## src/rtl/case_conv_pkg.sv

```systemverilog
// Shared types and ASCII constants for the case-conversion sequencer.
// No logic; used by the RTL and by the bench reference model.
// No flow control.
package case_conv_pkg;

    typedef enum logic {
        IDLE   = 1'b0,
        SETTLE = 1'b1
    } state_t;

    localparam logic [7:0] ASCII_LOWER_A    = 8'd97;
    localparam logic [7:0] ASCII_LOWER_Z    = 8'd122;
    localparam logic [7:0] ASCII_CASE_DELTA = 8'd32;

endpackage

```

## src/rtl/byte_fifo.sv

```systemverilog
// Synchronous byte FIFO, DEPTH entries (power of two), head shown combinationally.
// Latency: a pushed byte is visible on rdata one clock after the push edge.
// Backpressure: push ignored when full, pop ignored when empty; push+pop together keep occupancy.
module byte_fifo #(
    parameter int DEPTH = 4,
    parameter int W     = 8
) (
    input  logic         clk,
    input  logic         rst,
    input  logic         push,
    input  logic [W-1:0] wdata,
    input  logic         pop,
    output logic [W-1:0] rdata,
    output logic         full,
    output logic         empty
);

    localparam int AW = $clog2(DEPTH);
    localparam int CW = AW + 1;

    logic [W-1:0]  mem [DEPTH];
    logic [AW-1:0] wr_ptr;
    logic [AW-1:0] rd_ptr;
    logic [CW-1:0] count;
    logic          do_push;
    logic          do_pop;

    assign do_push = push && !full;
    assign do_pop  = pop && !empty;
    assign full    = (count == CW'(DEPTH));
    assign empty   = (count == '0);
    assign rdata   = mem[rd_ptr];

    // Storage, pointers and occupancy; pointers wrap naturally since DEPTH is a power of two.
    always_ff @(posedge clk or posedge rst) begin
        if (rst) begin
            wr_ptr <= '0;
            rd_ptr <= '0;
            count  <= '0;
            for (int i = 0; i < DEPTH; i++) begin
                mem[i] <= '0;
            end
        end else begin
            if (do_push) begin
                mem[wr_ptr] <= wdata;
                wr_ptr      <= wr_ptr + AW'(1);
            end
            if (do_pop) begin
                rd_ptr <= rd_ptr + AW'(1);
            end
            case ({do_push, do_pop})
                2'b10:   count <= count + CW'(1);
                2'b01:   count <= count - CW'(1);
                default: count <= count;
            endcase
        end
    end

endmodule

```

## src/rtl/case_conv_sequencer.sv

```systemverilog
// Feeds queued ASCII bytes to an external toUpper block, holds each for SETTLE_CYCLES, captures the result.
// Latency: accept at E0 (empty, idle) -> pop at E1 -> out_valid at E1+SETTLE_CYCLES; one byte per SETTLE_CYCLES+1 clocks.
// Backpressure: no pop while the output slot is occupied; FIFO then fills and in_ready drops.
module case_conv_sequencer
    import case_conv_pkg::*;
#(
    parameter int DEPTH         = 4,
    parameter int SETTLE_CYCLES = 3,
    parameter int CNT_W         = 16
) (
    input  logic             clk,
    input  logic             rst,
    input  logic [7:0]       in_data,
    input  logic             in_valid,
    output logic             in_ready,
    output logic [7:0]       conv_in,
    input  logic [7:0]       conv_out,
    output logic [7:0]       out_data,
    output logic             out_valid,
    input  logic             out_ready,
    output logic             busy,
    output logic [CNT_W-1:0] char_count,
    output logic [CNT_W-1:0] changed_count
);

    localparam int SC_W = (SETTLE_CYCLES > 1) ? $clog2(SETTLE_CYCLES) : 1;

    state_t          state;
    state_t          next_state;
    logic [SC_W-1:0] settle_cnt;
    logic [7:0]      fifo_rdata;
    logic            fifo_full;
    logic            fifo_empty;
    logic            push;
    logic            pop;
    logic            capture;
    logic            slot_free;

    // in_ready is forced low while reset is asserted, not just after it clears the FIFO.
    assign in_ready  = !fifo_full && !rst;
    assign push      = in_valid && in_ready;
    assign slot_free = !out_valid || out_ready;
    assign busy      = (state == SETTLE) || !fifo_empty;

    byte_fifo #(
        .DEPTH (DEPTH),
        .W     (8)
    ) u_fifo (
        .clk   (clk),
        .rst   (rst),
        .push  (push),
        .wdata (in_data),
        .pop   (pop),
        .rdata (fifo_rdata),
        .full  (fifo_full),
        .empty (fifo_empty)
    );

    // Next state: launch a byte only when one is queued and the result has somewhere to go.
    always_comb begin
        next_state = state;
        pop        = 1'b0;
        capture    = 1'b0;
        case (state)
            IDLE: begin
                if (!fifo_empty && slot_free) begin
                    pop        = 1'b1;
                    next_state = SETTLE;
                end
            end
            SETTLE: begin
                if (settle_cnt == '0) begin
                    capture    = 1'b1;
                    next_state = IDLE;
                end
            end
            default: next_state = IDLE;
        endcase
    end

    // State register and settle countdown; conv_in only moves on a pop.
    always_ff @(posedge clk or posedge rst) begin
        if (rst) begin
            state      <= IDLE;
            settle_cnt <= '0;
            conv_in    <= '0;
        end else begin
            state <= next_state;
            if (pop) begin
                conv_in    <= fifo_rdata;
                settle_cnt <= SC_W'(SETTLE_CYCLES - 1);
            end else if (state == SETTLE && settle_cnt != '0) begin
                settle_cnt <= settle_cnt - SC_W'(1);
            end
        end
    end

    // Output slot and statistics; a capture always wins over a consume on the same edge.
    always_ff @(posedge clk or posedge rst) begin
        if (rst) begin
            out_data      <= '0;
            out_valid     <= 1'b0;
            char_count    <= '0;
            changed_count <= '0;
        end else begin
            if (capture) begin
                out_data   <= conv_out;
                out_valid  <= 1'b1;
                char_count <= char_count + CNT_W'(1);
                if (conv_out != conv_in) begin
                    changed_count <= changed_count + CNT_W'(1);
                end
            end else if (out_valid && out_ready) begin
                out_valid <= 1'b0;
            end
        end
    end

endmodule

```

## config.mk

```make
export PLATFORM = sky130hd
export DESIGN_NAME = case_conv_sequencer
export DESIGN_NICKNAME = d
export VERILOG_FILES = /design/src/rtl/case_conv_pkg.sv /design/src/rtl/byte_fifo.sv /design/src/rtl/case_conv_sequencer.sv
export SDC_FILE = /design/constraint.sdc
export NUM_CORES = 1
export LEC_CHECK = 0
export ABC_AREA = 1
export BUFFER_PORTS_ARGS = -buffer_cell sky130_fd_sc_hd__buf_2
export CAP_MARGIN = 20
export CORE_AREA = 10 10 104 106
export DETAILED_ROUTE_END_ITERATION = 7
export DIE_AREA = 0 0 114 116
export GPL_ROUTABILITY_DRIVEN = 0
export PLACE_DENSITY = 0.75
export REMOVE_ABC_BUFFERS = 1
export SKIP_LAST_GASP = 1
export SLEW_MARGIN = 20
export SYNTH_ARGS = -nofsm -noshare
export SYNTH_HDL_FRONTEND = slang
export SYNTH_HIERARCHICAL = 1
export SYNTH_SLANG_ARGS = --single-unit
```

## constraint.sdc

```tcl
create_clock -name clk -period 3.9 [get_ports clk]
set_input_delay 0.975 -clock clk [delete_from_list [all_inputs] [get_ports clk]]
set_output_delay 0.975 -clock clk [all_outputs]
set_load 0.02 [all_outputs]
```

After elaboration in Yosys (flattened, before gate mapping)
Cells that the tools add are included.

Add/subtract/negate cells: 7. $mul: 0. Div/mod/pow operators: 0. $lt $le $gt $ge: 3. Equal/unequal tests: 4. Shifts and indexed selects: 0. Multiplexer cells: 17. Bitwise gates (word level): 3. Reductions and logical operators: 21.

Operator list (number): $add A16 B1 Y16 const B (2); $bwmux W32 (1); $mux W8 (3); $bmux W8 S2 (1); $demux W8 S2 (1); $logic_and A1 B1 Y1 (8); $ne A8 B8 Y1 (1); $reduce_bool A2 Y1 (4); $mux W1 (7); $ge A3 B3 Y1 const B (2); $not A2 Y3 (2); $pmux W3 S2 (1); $add A2 B1 Y2 const B (2); $logic_not A1 Y1 (4); $mux W2 (2); $add A3 B1 Y3 const B (1); $eq A3 B3 Y1 const B (1); $logic_not A3 Y1 (1); $lt A3 B1 Y1 const B (1); $sub A3 B1 Y3 const B (1); $eq A2 B1 Y1 const B (1); $eq A2 B2 Y1 const B (1); $logic_not A2 Y1 (1); $logic_or A1 B1 Y1 (2); 4 further kinds (4).

Register bits: 91. Latch bits: 0. Bits in writable memories: 0. Memory bits (read-only): 0. Input bits: 20. Output and inout bits: 51. Logic and storage cells: 69. Memories: 0.

Logic depth before layout (Yosys ltp)
Depth in word-level cells: 8. Gate-level depth with buffers: 17. Mapped depth without buffers: 16.

Cells and area by module
Netlist, hierarchy kept.

Modules (own cells, without submodules): case_conv_sequencer (instances 1, cells an instance 344, area each 2726.4 sq um, sequential area each 1301.2 sq um); byte_fifo (instances 1, cells an instance 252, area each 2035.7 sq um, sequential area each 975.9 sq um).

Least setup slack after synthesis
No wires, ideal clock.

Path type: input-to-reg. From: input port out_ready. To: register u_fifo.count[2]. Setup time: 117 ps. Arrival: 2380 ps. Data required time: 3783 ps. Setup slack: 1403 ps. Stages on the path: 14. Path through: nor2_1 -> inv_1 -> nand2_2 -> inv_1 -> buf_2 -> nand2_1 -> inv_1 -> ha_1 -> inv_1 -> fa_1 -> nand2_1 -> nand3_1 -> nand2_1 -> nand2_1.

Longest elaborated chain between the ends: 7.

RTL lines: start, declared (line case_conv_sequencer.sv:20) `input logic out_ready,`; $logic_or A1 B1 Y1 (*) (line case_conv_sequencer.sv:42) `assign slot_free = !out_valid || out_ready;`; $logic_and A1 B1 Y1 (*) (line case_conv_sequencer.sv:66) `if (!fifo_empty && slot_free) begin`; $mux W1 (*) (line case_conv_sequencer.sv:66); $mux W1 (*) (line case_conv_sequencer.sv:64) `case (state)`; via pop (line case_conv_sequencer.sv:35) `logic pop;`; $logic_and A1 B1 Y1 (*) (line byte_fifo.sv:29) `assign do_pop = pop && !empty;`; via u_fifo.do_pop (line byte_fifo.sv:26) `logic do_pop;`; $eq A2 B1 Y1 / $eq A2 B2 Y1 (equally long branches) (line byte_fifo.sv:51) `case ({do_push, do_pop})`; $pmux W3 S2 / $reduce_bool A2 Y1 (equally long branches); end signal, assigned (line byte_fifo.sv:52) `2'b10: count <= count + CW'(1);`; end signal, assigned (line byte_fifo.sv:53) `2'b01: count <= count - CW'(1);`; end signal, assigned (line byte_fifo.sv:54) `default: count <= count;`; end, declared (line byte_fifo.sv:24) `logic [CW-1:0] count;`.

The timed path passes the listed nets; every way through them passes the cells marked *. A chain may end at the register's enable or synchronous reset.

Final worst setup path
From: register u_fifo.count[1]. To: output port in_ready.

Longest elaborated chain between the ends: 3.

RTL lines: $eq A3 B3 Y1 (line byte_fifo.sv:30) `assign full = (count == CW'(DEPTH));`; via fifo_full (line case_conv_sequencer.sv:32) `logic fifo_full;`; $logic_not A1 Y1 (line case_conv_sequencer.sv:40) `assign in_ready = !fifo_full && !rst;`; $logic_and A1 B1 Y1 (line case_conv_sequencer.sv:40); end, declared (line case_conv_sequencer.sv:15) `output logic in_ready,`.

The timed path passes the listed nets, and every way through them passes these cells.

==> reports/results.md <==
| Step | Parameter | Value |
|:---|:---|:---|
| sta | Number of slew-limit violations in the final report | 0 |
| power and ir drop | Worst IR drop on VDD | 0.341 mV |
| flow run | Number of max-cap violations | 0 |
| cts | Clock tree sinks | 91 |
| setup path | Data arrival time of the critical path | 1.82 ns |
| cts | Buffers inserted by post-CTS timing repair | 0 |
| detailed routing | Antenna-violating nets left | 0 |
| yosys | Proportion of netlist area held by the largest area contributor | 0.478 |
| cts | Maximum clock path buffer count | 2 |
| detailed routing | Total iterations of the first detailed-routing run | 4 |
| cts | Clk pin slew, worst setup/hold paths | 0.09 ns |
| grt | Global-route wire length before repair | 18.4 mm |
| floorplanning | Die W | 114 µm |
| yosys | Number of distinct library cell variants in the gate-level netlist after synthesis | 29 |
| final layout | Design area | 5360 µm² |
| yosys | Gate Count Post-Synth | 596 |
| floorplanning | Die footprint | 13200 µm² |
| sta | Relative slew slack | 0.410 |
| min path | Type of the tightest min-delay check | reg2reg |
| grt | Number of antenna violations at the first check in global routing | 0 |
| sta | Maximum operating frequency | 0.358 GHz |
| yosys | Sequential element share of the synthesized area | 0.478 |
| yosys | Mapped Avg Cell Area | 7.99 µm² |
| yosys | Combined area of all synthesized cells | 4760 µm² |
| cts | Number of buffers inserted by hold repair at cts | 0 |
| yosys | Count of flip-flops with a built-in enable after synthesis | 0 |
| detailed routing | Post-DR wirelength/cell | 13.9 µm |
| sta | Number of setup violations in the final report | 0 |
| setup path | Crit Path Class | reg2out |
| detailed routing | DRC violation total after the first TritonRoute iteration | 238 |
| cts | Worst skew pair latency | 0.37 ns |
| place | Buffers added on ports | 70 |
| grt | Overall routing resource usage | 0.168 |
| setup path | Startpoint Class | register |
| yosys | Synth warn | 6 |
| detailed routing | Total length of routed wires | 10.7 mm |
| floorplanning | Cell row count | 34 |
| detailed routing | Detailed-route via count | 4026 |
| power and ir drop | Tot Pwr | 3.83 mW |
| floorplanning | Die Y | 116 µm |
| setup path | Max FO, Critical Path | 40 |
| floorplanning | Num ports | 71 |
| final layout | Final-stage net count | 686 |
| cts | Number of buffers created by CTS | 9 |
| power and ir drop | Static leakage | 2.89 nW |
| yosys | Share of flip-flops with an asynchronous set or reset | 1.00 |
| setup path | Type of destination of the critical path | primary output |
| grt | Pin count of the biggest net entering global routing | 53 |
| run status | Run status | finished clean |
| sta | Actual slew at the worst max-slew pin | 0.884 ns |
| floorplanning | Initial Utilization | 0.549 |
| detailed routing | Average vias per placed instance | 5.23 |
| place | HPWL after DPL | 7.66 mm |
| cts | Root cell of the clock tree | sky130_fd_sc_hd__clkbuf_8 |
| final layout | Layout cells sized above 1 | 0.175 |
| final layout | Area added between synthesis and finish | 12.6% |
| cts | Count of H-tree levels built during CTS | 3 |
| grt | Number of global-route vias before repair | 4008 |
| yosys | Flip-flop cell with the highest count after synthesis | sky130_fd_sc_hd__dfrtp_1 |
| grt | Sum of overflow across all layers after global routing | 0 |
| sta | Fin Clk Skew | 0.00923 ns |
| sta | Total negative setup slack | 0 ns |
| cts | CTS tree | done |
| sta | Minimum period implied by the final worst setup slack | 2.79 ns |
| sta | Period Utilization, post-route | 0.716 |
| sta | Unrepaired setup endpoints after global routing | no |
| yosys | Post-synth top area cell | sky130_fd_sc_hd__dfrtp_1 |
| power and ir drop | Areal power density over the cells | 714 nW/µm² |
| cts | Number of resized instances in the post-cts repair step | 0 |
| detailed routing | Count of unresolved DRC violations after routing | 0 |
| final layout | Antenna cells | 0 |
| yosys | Most frequent cell after synthesis | sky130_fd_sc_hd__nand2_1 |
| sta | Final number of hold-violating endpoints | 0 |
| yosys | Dominant cells by area after synthesis | sky130_fd_sc_hd__dfrtp_1, sky130_fd_sc_hd__nand2_1, sky130_fd_sc_hd__nand4_1 |
| sta | Worst slack on hold paths | 0.469 ns |
| yosys | Number of register bits inferred by synthesis | 91 |
| setup path | Required time of the worst setup path | 2.92 ns |
| final layout | Utilization after layout | 0.618 |
| yosys | Most numerous cell types in the synthesized netlist | sky130_fd_sc_hd__nand2_1, sky130_fd_sc_hd__dfrtp_1, sky130_fd_sc_hd__nor2_1 |
| place | Cell Area, Placed | 5110 µm² |
| floorplanning | Placeable core region | 8680 µm² |
[critical path: stages (launching register included)]
cell                      delay (ns)
sky130_fd_sc_hd__dfrtp_1        0.41
sky130_fd_sc_hd__nor2_2         0.14
sky130_fd_sc_hd__nand2_2        0.43
sky130_fd_sc_hd__inv_1          0.25
sky130_fd_sc_hd__nor2_1         0.05
sky130_fd_sc_hd__buf_2          0.15
[cell families (layout without fill, tap and decap cells)]
kind of cell / count (synthesis) / in the layout / synth area share
buffers and inverters: 70 / 136 / 0.0709
flip-flops: 91 / 91 / 0.478
adder cells (fa/ha/maj): 9 / 9 / 0.0252
XOR/XNOR: 25 / 25 / 0.0460
AO/OA/AOI/OAI: 37 / 37 / 0.0399
AND/OR/NAND/NOR: 364 / 364 / 0.340
[per-layer routing]
layer	up-vias	part of all wire	global-route usage
met5	-	0	0
met4	0	0.015	0.0668
met3	12	0.061	0.0408
met2	100	0.49	0.290
met1	1895	0.43	0.196
li1	2019	-	-
[through the flow]
step | setup slack, ns | std cells
after floorplan | -0.651 | 574
after global routing | 0.918 | 770
after CTS | 1.08 | 770
final | 1.11 | 770
after global placement | 1.17 | 754
after detailed placement | 1.05 | 754
[registers in the layout, indices dropped and copies added (netlist names), 3 cells and up]
name / count
out_data: 8
char_count: 16
u_fifo/count: 3
changed_count: 16
conv_in: 8
u_fifo/mem: 32
[layout make-up]
type | count | area [µm²]
well taps | 108 | 135
inverters | 48 | 181
multi-input cells | 435 | 2150
repair buffers | 72 | 365
fillers | 782 | 3320
flip-flops and latches | 91 | 2280
clock inverters | 7 | 125
clock buffers | 9 | 124
[cell usage in the layout (no fill, tap or decap), drive strengths merged, types with 3 or more instances in the layout]
| master | synthesis | routed |
|---|---|---|
| nand3 | 36 | 36 |
| bufinv | 0 | 3 |
| ha | 8 | 8 |
| nor2 | 57 | 57 |
| inv | 48 | 48 |
| clkbuf | 1 | 9 |
| nand2 | 231 | 231 |
| o21ai | 35 | 35 |
| buf | 21 | 72 |
| nand4 | 37 | 37 |
| xnor2 | 15 | 15 |
| dfrtp | 91 | 91 |
| xor2 | 10 | 10 |
[final timing paths]
check,start,endpoint,slack (ns),cells past startpoint
worst min register to register,char_count[15],char_count[15],0.47,1
worst max register to register,u_fifo/count[1],u_fifo/count[1],1.27,9
worst max-delay path,u_fifo/count[1],in_ready,1.11,5
max in group asynchronous,rst,changed_count[8],2.59,2
worst min-delay path,char_count[15],char_count[15],0.47,1
min in group asynchronous,rst,u_fifo/count[1],0.76,3
[power breakdown]
group	total, mW	internal (mW)	switching [mW]
sequential	1.54	1.28	0.266
combinational	1.50	0.491	1.01
clock	0.780	0.431	0.349
total	3.83	2.20	1.63
No activity file was read; power rests on OpenSTA's default activity.
